--- config.mk ---
export PLATFORM = sky130hd
export DESIGN_NAME = row_feeder_flat
export DESIGN_NICKNAME = d
export VERILOG_FILES = /design/src/rtl/row_feeder_if.sv /design/src/rtl/row_feeder.sv /design/src/flat_wrapper.sv
export SDC_FILE = /design/constraint.sdc
export NUM_CORES = 1
export LEC_CHECK = 0
export ABC_AREA = 1
export CAP_MARGIN = 30
export CORE_MARGIN = 5
export CORE_UTILIZATION = 46
export CTS_CLUSTER_DIAMETER = 50
export CTS_CLUSTER_SIZE = 8
export DETAILED_ROUTE_END_ITERATION = 8
export PLACE_DENSITY = 0.81
export SLEW_MARGIN = 20
export SYNTH_ARGS = -nofsm -noshare
export SYNTH_HDL_FRONTEND = slang
export SYNTH_SLANG_ARGS = --single-unit
--- constraint.sdc ---
create_clock -name clk -period 2 [get_ports clk]
set_clock_uncertainty 0.15 [all_clocks]
set_input_delay 0.4 -clock clk [delete_from_list [all_inputs] [get_ports clk]]
set_output_delay 0.4 -clock clk [all_outputs]
set_load 0.02 [all_outputs]
--- src/rtl/row_feeder_if.sv ---
// row_feeder_if: tracer-to-renderer wall-data handshake with VGA position and status
interface row_feeder_if;
    logic [9:0]  hpos;
    logic [9:0]  vpos;
    logic        in_valid;
    logic        in_ready;
    logic        in_side;
    logic [10:0] in_size;
    logic        out_side;
    logic [10:0] out_size;
    logic [9:0]  next_line;
    logic        underrun;
    logic [7:0]  underrun_count;
    modport master (
        output hpos, vpos, in_valid, in_side, in_size,
        input  in_ready, out_side, out_size, next_line, underrun, underrun_count
    );
    modport slave (
        input  hpos, vpos, in_valid, in_side, in_size,
        output in_ready, out_side, out_size, next_line, underrun, underrun_count
    );
endinterface

--- src/rtl/row_feeder.sv ---
// row_feeder: one-slot buffer that swaps tracer wall data into the live renderer registers at hblank
module row_feeder #(
    parameter int H_SWAP  = 640,
    parameter int V_LINES = 480,
    parameter int V_TOTAL = 525
) (
    input logic clk,
    input logic reset,
    row_feeder_if.slave bus
);
    typedef enum logic {EMPTY, FULL} state_t;
    state_t      state;
    logic        p_side;
    logic [10:0] p_size;
    logic        swap;
    logic        xfer;
    assign bus.next_line = (bus.vpos == 10'(V_TOTAL - 1)) ? 10'd0 : bus.vpos + 10'd1;
    assign bus.in_ready  = (state == EMPTY) && reset;
    assign swap = (bus.hpos == 10'(H_SWAP)) && (bus.next_line < 10'(V_LINES));
    assign xfer = bus.in_valid && bus.in_ready;
    always_ff @(posedge clk) begin
        if (!reset) begin
            state              <= EMPTY;
            p_side             <= 1'b0;
            p_size             <= 11'd0;
            bus.out_side       <= 1'b0;
            bus.out_size       <= 11'd0;
            bus.underrun       <= 1'b0;
            bus.underrun_count <= 8'd0;
        end else begin
            bus.underrun <= swap && (state == EMPTY) && !xfer;
            if (swap) begin
                if (state == FULL) begin
                    bus.out_side <= p_side;
                    bus.out_size <= p_size;
                    state        <= EMPTY;
                end else if (xfer) begin
                    bus.out_side <= bus.in_side;
                    bus.out_size <= bus.in_size;
                end else begin
                    bus.out_side       <= 1'b0;
                    bus.out_size       <= 11'd0;
                    bus.underrun_count <= bus.underrun_count + 8'(bus.underrun_count != 8'hff);
                end
            end else if (xfer) begin
                p_side <= bus.in_side;
                p_size <= bus.in_size;
                state  <= FULL;
            end
        end
    end
endmodule

--- src/flat_wrapper.sv ---
// flat-port wrapper written by rule: the top's interface ports become plain ports
module row_feeder_flat 
#(
    parameter int H_SWAP  = 640,
    parameter int V_LINES = 480,
    parameter int V_TOTAL = 525
)
  (clk, reset, bus_hpos, bus_vpos, bus_in_valid, bus_in_side, bus_in_size, bus_in_ready, bus_out_side, bus_out_size, bus_next_line, bus_underrun, bus_underrun_count);
  row_feeder_if bus_i ();
  input logic clk;
  input logic reset;
  input wire logic [$bits(bus_i.hpos)-1:0] bus_hpos;
  input wire logic [$bits(bus_i.vpos)-1:0] bus_vpos;
  input wire logic [$bits(bus_i.in_valid)-1:0] bus_in_valid;
  input wire logic [$bits(bus_i.in_side)-1:0] bus_in_side;
  input wire logic [$bits(bus_i.in_size)-1:0] bus_in_size;
  output wire logic [$bits(bus_i.in_ready)-1:0] bus_in_ready;
  output wire logic [$bits(bus_i.out_side)-1:0] bus_out_side;
  output wire logic [$bits(bus_i.out_size)-1:0] bus_out_size;
  output wire logic [$bits(bus_i.next_line)-1:0] bus_next_line;
  output wire logic [$bits(bus_i.underrun)-1:0] bus_underrun;
  output wire logic [$bits(bus_i.underrun_count)-1:0] bus_underrun_count;
  assign bus_i.hpos = bus_hpos;
  assign bus_i.vpos = bus_vpos;
  assign bus_i.in_valid = bus_in_valid;
  assign bus_i.in_side = bus_in_side;
  assign bus_i.in_size = bus_in_size;
  assign bus_in_ready = bus_i.in_ready;
  assign bus_out_side = bus_i.out_side;
  assign bus_out_size = bus_i.out_size;
  assign bus_next_line = bus_i.next_line;
  assign bus_underrun = bus_i.underrun;
  assign bus_underrun_count = bus_i.underrun_count;
  row_feeder #(.H_SWAP(H_SWAP), .V_LINES(V_LINES), .V_TOTAL(V_TOTAL)) u_core (.clk(clk), .reset(reset), .bus(bus_i));
endmodule
==> summary.txt <==
Power
  • P_leak: 1.361 nW
  • Peak supply drop: 0.4835 mV
  • Total chip power: 0.001638 W
  • Power per unit of standard cell area: 538.9 mW/mm²

Clock tree
  • Library cell used as clock root buffer: sky130_fd_sc_hd__clkbuf_8
  • CTS tree: yes
  • Clock Sink Count: 34
  • Longest Clk Path Bufs: 2
  • CTS clk-pin slew, worst paths: 0.07 ns
  • H-tree depth: 2
  • Clk Latency, worst-skew pair: 0.28 ns
  • Number of CTS-inserted buffers: 5
  • Number of buffers inserted for hold repair after clock tree synthesis: 0

Drt
  • Starting DRC count in detailed routing: 111
  • Via-to-Cell Ratio: 4.955
  • Vias after detailed routing: 2,220
  • Drc violations: 0
  • Post-route antenna net violation count: 0
  • WL/cell: 11.83 µm
  • Detailed-router iteration count before antenna repair: 4
  • Overall routed net length: 5.298 mm

Timing
  • Maximum operating frequency: 0.5195 GHz
  • Final Max Tran Viols: 0
  • Max-Slew Margin vs Limit: 82.68%
  • Count of endpoints failing hold in the final timing report: 0
  • Endpoints failing setup: 0
  • Final critical path time including I/O delays and setup: 1.925 ns
  • Worst-Margin Slew: 0.2571 ns
  • Period utilisation layout: 96.24%

Critical path
  • Arrival time at the worst endpoint: 1.95 ns
  • Type of the worst setup path: in2reg
  • Maximum fanout count along the critical path: 15
  • Setup crit start kind: input pin
  • Internal reg-to-reg setup slack: 0.16 ns
  • Worst path required time: 2.02 ns
  • Kind of end point of the critical path: register

Yosys
  • Netlist Area Pre-Place: 0.002014 mm²
  • Cell count after synthesis: 303
  • Count of flip-flops with a built-in enable after synthesis: 0
  • Synth warn: 0
  • Async set-or-reset flop fraction in the synthesized netlist: 0%
  • Register bit total from synthesis: 34
  • Post-synth top flop: sky130_fd_sc_hd__dfxtp_1
  • Cell type with the largest total area after synthesis: sky130_fd_sc_hd__dfxtp_1
  • Post-synthesis area per instance: 6.648 µm²
  • Area share of the largest cell type after synthesis: 33.79%
  • Net Count, Synth: 342
  • Largest cells by area after synthesis: sky130_fd_sc_hd__dfxtp_1 34%, sky130_fd_sc_hd__nand2_1 12%, sky130_fd_sc_hd__nor2_1 9.7%
  • Portion of the post-synthesis area used by sequential elements: 33.79%
  • Number of distinct library cell variants in the gate-level netlist after synthesis: 30

Cells and area
  • Most common cell after layout, fill and taps aside: sky130_fd_sc_hd__nand2_1
  • Most frequent cells in the layout: 58 x sky130_fd_sc_hd__nand2_1, 50 x sky130_fd_sc_hd__nor2_1, 45 x sky130_fd_sc_hd__clkdlybuf4s50_1
  • Share of cells above drive strength 1: 24.49%
  • Final nets: 435
  • Diode insertion count for antenna repair: 0
  • Post-route cell area: 0.003039 mm²
  • Synthesis-to-layout area growth: 50.87%

Floorplanning
  • Number of top-level design ports: 67
  • Die Footprint: 0.005803 mm²
  • Number of rows in the core area: 24
  • Height of the die: 76.18 µm
  • X dimension of the die: 76.18 µm
  • Core region area: 0.004294 mm²
  • Initial core utilization: 46.91%

Status
  • Result of the run: complete, no violations

Global route
  • Total gr overflow: 0
  • Wire length of the first global-routing pass: 8.707 mm
  • Largest net degree at the start of global routing: 28
  • Initial antenna violation count: 0
  • Global routing usage summed across all routing layers: 17.49%
  • Vias in the first global route: 1,966

Min path
  • Hold WC Path Type: reg2reg

Placement
  • GPL Wtd Cong: 0.7888
  • Port-buffer cells: 66
  • Placed instance area: 0.002887 mm²
  • Final HPWL DP: 3.826 mm

Flow run
  • Count of max-cap constraint violations: 0
[what timing repair did]
item | 4_1_cts | 5_1_grt
setup endpoints to repair | 45 | 38
endpoints found under the hold margin | 0 | 0
setup buffers | 0 | 2
pin swaps | 1 | 5
gates cloned | 1 | 0
gates resized for setup | 63 | 37
[registers in the layout, summed over array words and instances (netlist names)]
register and count:
u_core.bus.out_side 1, u_core.bus.out_size 11, u_core.bus.underrun 1, u_core.bus.underrun_count 8
u_core.p_side 1, u_core.p_size 11, u_core.state 1
[layout make-up]
type | instances | area, µm²
Clock buffer | 6 | 82.58
Clock inverter | 1 | 30.03
Fill cell | 366 | 1255
Inverter | 35 | 141.4
Multi-Input combinational cell | 224 | 1205
Sequential cell | 34 | 683.2
Tap cell | 52 | 65.06
Timing Repair Buffer | 96 | 832.0
[worst max-delay path, stage by stage]
cell and delay (ns):
sky130_fd_sc_hd__buf_2 0.13, sky130_fd_sc_hd__inv_1 0.07, sky130_fd_sc_hd__buf_4 0.14, sky130_fd_sc_hd__nor2_4 0.12, sky130_fd_sc_hd__buf_4 0.13, sky130_fd_sc_hd__nand3b_2 0.08
sky130_fd_sc_hd__buf_4 0.15, sky130_fd_sc_hd__a21oi_4 0.15, sky130_fd_sc_hd__nand2_4 0.12, sky130_fd_sc_hd__nand2_8 0.15, sky130_fd_sc_hd__buf_4 0.13, sky130_fd_sc_hd__nand3_1 0.06
sky130_fd_sc_hd__nand2_1 0.07, sky130_fd_sc_hd__nor2_1 0.04
[power by group]
part	total, W	leakage, nW	switching [W]	internal (W)
clock	0.000626	0.0573	0.000228	0.000398
combinational	0.000306	1.03	0.000160	0.000146
sequential	0.000705	0.277	0.00000937	0.000696
[through the flow]
stage | setup TNS [ns] | std cells | hold WS, ns | setup slack (ns) | utilization, %
2_1_floorplan | 0 | 303 | 0.3014 | 0.1117 | -
3_3_place_gp | -26.66 | 438 | 0.3096 | -0.7622 | 67.22
3_5_place_dp | -28.53 | 438 | 0.3169 | -0.7953 | 67.22
4_1_cts | 0 | 446 | 0.3336 | 0.003291 | 69.43
5_1_grt | -0.08546 | 448 | 0.3602 | -0.03113 | 70.78
6_report | 0 | 448 | 0.3348 | 0.07525 | 70.78
[path summary, 6_finish.rpt]
kind,endpoint,cells past startpoint,startpoint
worst max register to register,u_core.bus.underrun_count[6],9,u_core.bus.underrun_count[0]
worst min register to register,u_core.p_size[1],2,u_core.p_size[1]
worst min-delay path,u_core.p_size[1],2,u_core.p_size[1]
worst max-delay path,u_core.p_size[4],14,bus_vpos[0]
[kinds of logic after synthesis]
| group | share of synthesized area [%] |
|---|---|
| AOI/OAI and AO/OA | 11.24 |
| and+or+nand+nor | 38.76 |
| adders and majority gates | 2.485 |
| xor gates and xnor gates | 3.044 |
| buffers and inverters | 10.68 |
| DFF | 33.79 |
[synth_stat cells, types with 2 or more instances]
cell type                  count
sky130_fd_sc_hd__buf_6         4
sky130_fd_sc_hd__o21ai_0      21
sky130_fd_sc_hd__xnor2_1       4
sky130_fd_sc_hd__nor2_1       52
sky130_fd_sc_hd__nand2_1      62
sky130_fd_sc_hd__nor2_2       12
sky130_fd_sc_hd__a21oi_1      17
sky130_fd_sc_hd__nand2_2       2
sky130_fd_sc_hd__ha_1          4
sky130_fd_sc_hd__nor2_4        2
sky130_fd_sc_hd__nand4_1       8
sky130_fd_sc_hd__buf_2         4
sky130_fd_sc_hd__dfxtp_1      34
sky130_fd_sc_hd__xor2_1        3
sky130_fd_sc_hd__nand3_1      21
sky130_fd_sc_hd__inv_1        31
sky130_fd_sc_hd__nor3_1        3
sky130_fd_sc_hd__o21ai_1       4
sky130_fd_sc_hd__clkbuf_1      2
sky130_fd_sc_hd__nand3_2       2
sky130_fd_sc_hd__inv_2         2
[metal layers]
| metal | vias up | wire length, µm | share of wire, % | GRT usage, % |
|---|---|---|---|---|
| li1 | 1153 | - | - | - |
| met1 | 993 | 2258 | 43 | 21.66 |
| met2 | 67 | 2675 | 50 | 28.85 |
| met3 | 7 | 288 | 5.4 | 4.492 |
| met4 | 0 | 74 | 1.4 | 6.818 |
| met5 | - | 0 | 0 | 0 |
(Power assumes the default switching activity.)
